--- src/rtl/clk_period_monitor.sv ---
// Measures one period and one high phase of an asynchronous clock-like input in clk cycles.
// Results are compared against an expected period and reported with a one-cycle done pulse.
module clk_period_monitor #(
    parameter int CNT_W      = 16,
    parameter int EXP_PERIOD = 10,
    parameter int TOL        = 1,
    parameter int TIMEOUT    = 1024
) (
    input  logic             clk,
    input  logic             rst,
    input  logic             mon_clk,
    input  logic             start,
    output logic             busy,
    output logic             done,
    output logic [CNT_W-1:0] period,
    output logic [CNT_W-1:0] high_time,
    output logic             freq_err,
    output logic             timeout,
    output logic [1:0]       dbg_state
);

    // Handshake: start is a one-cycle request, accepted only in IDLE (busy low, done low);
    // results are valid in the cycle done is high and held until the next accepted start.

    typedef enum logic [1:0] {
        IDLE    = 2'd0,
        ARM     = 2'd1,
        MEASURE = 2'd2,
        DONE    = 2'd3
    } state_t;

    localparam logic [CNT_W:0]   PER_HI    = (CNT_W+1)'(EXP_PERIOD + TOL);
    localparam logic [CNT_W:0]   PER_LO    = (CNT_W+1)'(EXP_PERIOD - TOL);
    localparam logic [CNT_W-1:0] WAIT_LAST = CNT_W'(TIMEOUT - 1);

    state_t           state;
    state_t           state_nxt;
    logic             s1;
    logic             s2;
    logic             s3;
    logic             rise;
    logic             fall;
    logic [CNT_W-1:0] cnt;
    logic [CNT_W-1:0] wait_cnt;
    logic             fall_seen;
    logic             wait_last;
    logic             per_bad;

    // Synchronizer plus history flop; the fixed latency cancels out of every interval.
    always_ff @(posedge clk) begin
        if (rst) begin
            s1 <= 1'b0;
            s2 <= 1'b0;
            s3 <= 1'b0;
        end else begin
            s1 <= mon_clk;
            s2 <= s1;
            s3 <= s2;
        end
    end

    assign rise      = s2 & ~s3;
    assign fall      = ~s2 & s3;
    assign wait_last = (wait_cnt == WAIT_LAST);
    assign per_bad   = ({1'b0, cnt} > PER_HI) || ({1'b0, cnt} < PER_LO);

    always_ff @(posedge clk) begin
        if (rst) begin
            state <= IDLE;
        end else begin
            state <= state_nxt;
        end
    end

    always_comb begin
        state_nxt = state;
        case (state)
            IDLE: begin
                if (start) begin
                    state_nxt = ARM;
                end
            end
            ARM: begin
                if (rise) begin
                    state_nxt = MEASURE;
                end else if (wait_last) begin
                    state_nxt = DONE;
                end
            end
            MEASURE: begin
                if (rise || wait_last) begin
                    state_nxt = DONE;
                end
            end
            DONE: begin
                state_nxt = IDLE;
            end
            default: begin
                state_nxt = IDLE;
            end
        endcase
    end

    always_comb begin
        busy      = (state == ARM) || (state == MEASURE);
        done      = (state == DONE);
        dbg_state = state;
    end

    // A rise always wins over a timeout in the same cycle.
    always_ff @(posedge clk) begin
        if (rst) begin
            cnt       <= '0;
            wait_cnt  <= '0;
            fall_seen <= 1'b0;
            period    <= '0;
            high_time <= '0;
            freq_err  <= 1'b0;
            timeout   <= 1'b0;
        end else begin
            case (state)
                IDLE: begin
                    if (start) begin
                        cnt       <= '0;
                        wait_cnt  <= '0;
                        fall_seen <= 1'b0;
                        period    <= '0;
                        high_time <= '0;
                        freq_err  <= 1'b0;
                        timeout   <= 1'b0;
                    end
                end
                ARM: begin
                    if (rise) begin
                        cnt      <= CNT_W'(1);
                        wait_cnt <= '0;
                    end else if (wait_last) begin
                        timeout  <= 1'b1;
                        freq_err <= 1'b1;
                    end else begin
                        wait_cnt <= wait_cnt + 1'b1;
                    end
                end
                MEASURE: begin
                    if (fall && !fall_seen) begin
                        high_time <= cnt;
                        fall_seen <= 1'b1;
                    end
                    if (rise) begin
                        period   <= cnt;
                        freq_err <= per_bad;
                    end else if (wait_last) begin
                        timeout  <= 1'b1;
                        freq_err <= 1'b1;
                    end else begin
                        cnt      <= cnt + 1'b1;
                        wait_cnt <= wait_cnt + 1'b1;
                    end
                end
                default: begin
                end
            endcase
        end
    end

endmodule

--- config.mk ---
export PLATFORM = sky130hd
export DESIGN_NAME = clk_period_monitor
export DESIGN_NICKNAME = d
export VERILOG_FILES = /design/src/rtl/clk_period_monitor.sv
export SDC_FILE = /design/constraint.sdc
export NUM_CORES = 1
export LEC_CHECK = 0
export ABC_AREA = 1
export BUFFER_PORTS_ARGS = -buffer_cell sky130_fd_sc_hd__buf_2
export CAP_MARGIN = 25
export CORE_ASPECT_RATIO = 0.5
export CORE_UTILIZATION = 35
export CTS_CLUSTER_SIZE = 25
export DETAILED_ROUTE_END_ITERATION = 6
export PLACE_DENSITY = 0.57
export SKIP_LAST_GASP = 1
export SYNTH_ARGS = -nofsm -noshare
export SYNTH_HDL_FRONTEND = slang
export SYNTH_SLANG_ARGS = --single-unit
--- constraint.sdc ---
create_clock -name clk -period 2.6 [get_ports clk]
set_clock_uncertainty 0.2 [all_clocks]
set_input_delay 0.52 -clock clk [delete_from_list [all_inputs] [get_ports clk]]
set_output_delay 0.52 -clock clk [all_outputs]
set_load 0.05 [all_outputs]
==> metrics.csv, run 1 <==
stage,metric,value,unit
route,drt pass-1 iters,6,
cells_and_area,share of cells above drive strength 1,0.196,
die,Die X,145,um
timing,min cycle time layout,2340,ps
worst_setup_path,"Req. time, crit path",2640,ps
die,Die Y,73.4,um
timing,RSZ-0062 raised after global routing,no,
clock_tree,Post-CTS Setup Repair Bufs,0,
synthesis,"flops & latches, synth",72,
synthesis,Yosys cell types,36,
grt,GRT Total Usage,0.172,
synthesis,Netlist Area Pre-Place,3560,sq um
worst_setup_path,crit path DAT,2380,ps
clock_tree,"Clk pin slew, worst setup/hold paths",60,ps
route,DR DRC count,0,
clock_tree,Root Buffer,clkbuf_16,
power_and_ir_drop,P_leak,1.73,nW
synthesis,prevailing post-synth register cell,dfxtp_1,
timing,max_slew headroom,0.457,
die,row count,25,
placed_design,Final Wtd Congestion,0.806,
timing,Fin. Hold Viols,0,
route,routed wire length,8.17,mm
clock_tree,post-CTS sizing,0,
timing,Fin Setup TNS,0,ps
synthesis,fraction of registers with async set/reset,0,
worst_setup_path,Worst Reg-to-Reg Cells,10,
worst_setup_path,Worst Setup Start Kind,register,
timing,Worst Tran Pin Value,813,ps
grt,vias in the first global route,2959,
power_and_ir_drop,Pwr Density,1160,nW/um^2
grt,pin count of the biggest net entering global routing,35,
synthesis,Syn Nets,511,
worst_setup_path,Crit Path Max Fanout,11,
power_and_ir_drop,VDD IR-drop max,0.000523,V
route,Vias/cell,4.71,
cells_and_area,"most common cell after layout, fill and taps aside",nand2_1,
die,Core Area,9670,sq um
timing,"Slew Viols, Final",0,
worst_setup_path,cells along the critical path,"inv_1, ha_1, inv_2, nor2_4, nor2_2, nand3_2, nor2_2, nand3_1, nand2_1, nor2_1",
worst_setup_path,CP max stage delay,420,ps
synthesis,Syn Area/Cell,7.14,sq um
route,DRT iter0 DRCs,122,
job,Max-Cap Viols,0,
clock_tree,CTS Buffer Depth,2,
cells_and_area,Post-Route Utilization,0.433,
cells_and_area,area grow syn2layout,17.3,%
synthesis,Synth Instances,499,
timing,FMAX,428,MHz
route,vias,3190,
clock_tree,clock latency on the worst-skew pair,350,ps
placed_design,Buffers on Ports,41,
cells_and_area,# diodes,0,
hold_path,hold crit path type,in2reg,
die,die area,10600,sq um
timing,final period utilization,0.900,
clock_tree,TritonCTS Buffers,9,
die,io pins,42,
synthesis,Synth Warn #,0,
route,Post-DRT Antenna Nets,0,
die,initial core utilization,0.369,
clock_tree,CTS tree,yes,
worst_setup_path,CP Capture Type,register,
run_status,status,completed,
clock_tree,CTS H-tree lvls,3,
clock_tree,CTS Sinks,72,
synthesis,"EDFF count, synth",0,
grt,gr ovfl total,0,
worst_setup_path,CP most frequent cell,nor2_2,
worst_setup_path,WS Path Type,reg2reg,
route,routed len/inst,12.1,um
cells_and_area,Final nets,549,
grt,first-pass GRT wire length,14.0,mm
placed_design,Detail Placement HPWL,5.92,mm
hold_path,hold path cells,3,
clock_tree,hold buffers post-CTS,0,
synthesis,"Seq/Total Area, Yosys",0.404,
grt,initial antenna violation count,0,
timing,final setup fails,0,
cells_and_area,most frequent cells in the layout,"100 x nand2_1, 72 x dfxtp_1, 59 x nor2_1",
worst_setup_path,CP max-delay cell,dfxtp_1,
## cells by family (layout without fill, tap and decap cells)
family | after synthesis | count (layout) | synth area share
AOI/OAI and AO/OA | 107 | 107 | 0.164
xor gates and xnor gates | 2 | 2 | 0.00491
adders and majority gates | 8 | 8 | 0.0281
buffers and inverters | 84 | 127 | 0.0983
DFF | 72 | 72 | 0.404
and+or+nand+nor | 226 | 226 | 0.300
## path summary, 6_finish.rpt
path	startpoint	to	slack, ps
max	dbg_state[0]$_SDFFE_PP0P_	wait_cnt[15]$_SDFFE_PP0P_	260
min	mon_clk	s1$_SDFF_PP0_	180
max reg2reg	dbg_state[0]$_SDFFE_PP0P_	wait_cnt[15]$_SDFFE_PP0P_	260
min reg2reg	s1$_SDFF_PP0_	s2$_SDFF_PP0_	210
## cell type report
cell class,instances,area [sq um]
fillers,993,5480
multi-input cells,343,1780
flip-flops and latches,72,1440
inverters,66,251
repair buffers,45,235
clock buffers,9,225
well taps,135,169
clock inverters,7,85.1
## report_power, final
part / switching, W / total (W) / leakage [nW] / internal [W]
Combinational: 0.00159 / 0.00207 / 0.994 / 0.000484
Sequential: 0.000139 / 0.00148 / 0.588 / 0.00134
Clock: 0.000532 / 0.00129 / 0.146 / 0.000763
## critical path: cells and delay by family (launching register included)
kind                     cells  cell delay (ps)
AND/OR/NAND/NOR              7             1060
adder cells (fa/ha/maj)      1              320
buffers and inverters        2              230
flip-flops                   1              420
## Yosys cell counts, types with 6 or more instances
master / count / share of area
inv_1: 57 / 0.060
clkbuf_1: 7 / 0.0074
nand2_2: 12 / 0.021
nand2_1: 100 / 0.11
inv_2: 7 / 0.0074
ha_1: 8 / 0.028
nand4_1: 10 / 0.018
nor2_1: 59 / 0.062
a211oi_1: 9 / 0.019
nand3_1: 21 / 0.029
a21oi_1: 42 / 0.059
dfxtp_1: 72 / 0.40
buf_2: 6 / 0.0084
o21ai_0: 42 / 0.059
nor2_2: 6 / 0.011
## registers in the layout (all words and copies together) (netlist names)
signal     cells
high_time     16
timeout        1
cnt           16
wait_cnt      16
s2             1
s3             1
freq_err       1
dbg_state      2
s1             1
period        16
fall_seen      1
## routing by layer
layer | vias to the layer above | share of wire | GRT usage | wire, um
met4 | 0 | 0.013 | 0.0561 | 106
met2 | 38 | 0.45 | 0.282 | 3660
li1 | 1692 | - | - | -
met1 | 1447 | 0.50 | 0.216 | 4060
met5 | - | 0 | 0 | 0
met3 | 13 | 0.041 | 0.0522 | 336
## through the flow
stage | setup slack (ps) | instance area, sq um | total power [W] | hold slack, ps | instances
6_report | 261 | 4180 | 0.00485 | 176 | 677
5_1_grt | 37.0 | 4180 | 0.00516 | 178 | 677
4_1_cts | 246 | 4180 | 0.00489 | 174 | 677
3_5_place_dp | 264 | 3870 | 0.00359 | 207 | 661
3_3_place_gp | 323 | 3870 | 0.00358 | 204 | 661
2_1_floorplan | 116 | 3570 | 0.00319 | 188 | 499
Note: power is estimated with default switching activity, not from simulation.
==> run 2: changes to the inputs <==
--- a/config.mk
+++ b/config.mk
@@ -8,11 +8,13 @@
 export ABC_AREA = 1
 export BUFFER_PORTS_ARGS = -buffer_cell sky130_fd_sc_hd__buf_2
 export CAP_MARGIN = 25
+export CELL_PAD_IN_SITES_DETAIL_PLACEMENT = 2
+export CELL_PAD_IN_SITES_GLOBAL_PLACEMENT = 2
 export CORE_ASPECT_RATIO = 0.5
-export CORE_UTILIZATION = 35
+export CORE_UTILIZATION = 33
 export CTS_CLUSTER_SIZE = 25
 export DETAILED_ROUTE_END_ITERATION = 6
-export PLACE_DENSITY = 0.57
+export PLACE_DENSITY = 0.84
 export SKIP_LAST_GASP = 1
 export SYNTH_ARGS = -nofsm -noshare
 export SYNTH_HDL_FRONTEND = slang
==> run 2 against run 1 <==
- via count increased by 8.0%
- critical path depth fell by 2
- setup slack better by 43 ps
- wire length is 40% higher
- highest routed layer unchanged
- first-iteration DRC count shrank 42%
- die area increased by 5.9%
- core utilization is 2.8 points lower
- register-to-register slack improved by 40 ps
- sequential power about the same
- clock power about the same
==> metrics.csv, run 2 (synthesis results as in run 1) <==
stage,metric,value,unit,change
run_status,status,completed,,
die,initial core utilization,0.345,,-0.0242
die,Die X,149,um,+2.9%
power_and_ir_drop,register share of total power,0.301,,-0.005
grt,first-pass GRT wire length,18.5,mm,+32%
die,row count,26,,+4.0%
worst_setup_path,CP max-delay cell,dfxtp_1,,
route,DRT iter0 DRCs,71,,-42%
cells_and_area,post-route cell area,4190,sq um,+0.21%
clock_tree,CTS Sinks,72,,unchanged
hold_path,hold crit path type,in2reg,,
route,vias,3444,,+8.0%
worst_setup_path,"Req. time, crit path",2690,ps,+50 ps
timing,FMAX,436,MHz,+1.9%
power_and_ir_drop,Int Pwr,0.00260,W,+0.33%
grt,GRT Total Usage,0.217,,+0.0456
route,DR DRC count,0,,unchanged
power_and_ir_drop,Pwr Density,1180,nW/um^2,+2.1%
power_and_ir_drop,NetSw,0.00236,W,+4.6%
clock_tree,post-CTS sizing,0,,unchanged
worst_setup_path,Worst Setup Start Kind,register,,
timing,min cycle time layout,2300,ps,-43.3 ps
cells_and_area,"most common cell after layout, fill and taps aside",nand2_1,,
grt,vias in the first global route,3711,,+25%
timing,"Slew Viols, Final",0,,unchanged
timing,final setup fails,0,,unchanged
grt,pin count of the biggest net entering global routing,37,,+5.7%
clock_tree,clock latency on the worst-skew pair,340,ps,about the same
cells_and_area,Final nets,551,,+0.36%
cells_and_area,most frequent cells in the layout,"100 x nand2_1, 72 x dfxtp_1, 59 x nor2_1",,
worst_setup_path,CP Capture Type,register,,
power_and_ir_drop,clock share of power,0.254,,-0.013
power_and_ir_drop,combinational power share,0.446,,+0.019
worst_setup_path,CP most frequent cell,nand2_1,,
route,Post-DRT Antenna Nets,0,,unchanged
cells_and_area,area grow syn2layout,17.6,%,
worst_setup_path,crit path DAT,2380,ps,about the same
worst_setup_path,cells along the critical path,"inv_1, ha_2, nand2_1, o21ai_2, nand2_1, o21ai_2, nand2_1, o21ba_2",,
route,drt pass-1 iters,4,,-2
route,routed wire length,11.4,mm,+40%
timing,Worst Tran Pin Value,446,ps,-367 ps
timing,Fin Setup TNS,0,ps,unchanged
cells_and_area,share of cells above drive strength 1,0.197,,+0.00112
clock_tree,CTS H-tree lvls,3,,unchanged
clock_tree,"Clk pin slew, worst setup/hold paths",60,ps,about the same
timing,final worst slack,304,ps,+43.3 ps
grt,initial antenna violation count,0,,unchanged
clock_tree,hold buffers post-CTS,0,,unchanged
die,die area,11200,sq um,+5.9%
power_and_ir_drop,VDD IR-drop max,0.000523,V,about the same
worst_setup_path,WS Path Type,reg2reg,,
clock_tree,CTS tree,yes,,
die,Die Y,75.5,um,+2.9%
timing,RSZ-0062 raised after global routing,no,,
route,Vias/cell,5.04,,+6.9%
clock_tree,Root Buffer,clkbuf_16,,
timing,max_slew headroom,0.700,,+0.243
timing,Fin. Hold Viols,0,,unchanged
timing,final period utilization,0.883,,-0.0167
placed_design,Final Wtd Congestion,0.803,,-0.38%
grt,gr ovfl total,0,,unchanged
placed_design,Post-DP Area,3890,sq um,+0.55%
placed_design,Buffers on Ports,41,,unchanged
placed_design,Detail Placement HPWL,8.24,mm,+39%
job,Max-Cap Viols,0,,unchanged
power_and_ir_drop,P_leak,1.73,nW,+0.35%
route,routed len/inst,16.7,um,+38%
die,io pins,42,,unchanged
cells_and_area,# diodes,0,,unchanged
placed_design,pre-CTS WS,326,ps,+62.8 ps
clock_tree,CTS Buffer Depth,2,,unchanged
die,Core Area,10300,sq um,+7.0%
clock_tree,TritonCTS Buffers,9,,unchanged
worst_setup_path,CP max stage delay,420,ps,about the same
power_and_ir_drop,switching portion of total power,0.476,,+0.0103
worst_setup_path,Crit Path Max Fanout,9,,-2
clock_tree,Post-CTS Setup Repair Bufs,0,,unchanged
## run 2: critical path: cells and delay by family (launching register included)
family / cells / cell delay (ps)
flops: 1 / 420
compound gates: 3 / 630
simple gates: 3 / 490
fa+ha+maj: 1 / 380
buf+inv: 1 / 120
## run 2: final timing paths
kind                                            endpoint  cells past startpoint                 startpoint  slack [ps]
worst max register to register  wait_cnt[4]$_SDFFE_PP0P_                      8  dbg_state[0]$_SDFFE_PP0P_         300
worst max-delay path            wait_cnt[4]$_SDFFE_PP0P_                      8  dbg_state[0]$_SDFFE_PP0P_         300
worst min-delay path                       s1$_SDFF_PP0_                      3                    mon_clk         180
worst min register to register             s2$_SDFF_PP0_                      2              s1$_SDFF_PP0_         210
## run 2: cell type report
class | instances | area, sq um
fill | 1221 | 6150
multi-input combinational | 343 | 1780
sequential | 72 | 1440
inverter | 66 | 251
timing repair buffer | 47 | 250
clock buffer | 10 | 229
tap | 140 | 175
clock inverter | 6 | 68.8
## run 2: power groups by stage
stage / Sequential, W / Clock [W] / Combinational [W]
6_report: 0.00149 / 0.00126 / 0.00221
4_1_cts: 0.00150 / 0.00128 / 0.00223
3_5_place_dp: 0.00152 / 0 / 0.00219
3_3_place_gp: 0.00151 / 0 / 0.00211
2_1_floorplan: 0.00219 / 0 / 0.00100
5_1_grt: 0.00152 / 0.00133 / 0.00240
## run 2: routing by layer
metal	part of all wire	routed length, um	GRT usage
met1	0.45	5120	0.247
met2	0.51	5840	0.410
met3	0.023	258	0.0497
met4	0.017	192	0.0794
met5	0	0	0
## run 2: per-stage QoR
step	std cells	util	hold WS (ps)	total power (W)
5_1_grt	684	0.405	211	0.00525
6_report	684	0.405	185	0.00496
4_1_cts	684	0.405	178	0.00501
2_1_floorplan	499	-	188	0.00319
3_5_place_dp	668	0.376	206	0.00370
3_3_place_gp	668	0.376	197	0.00361
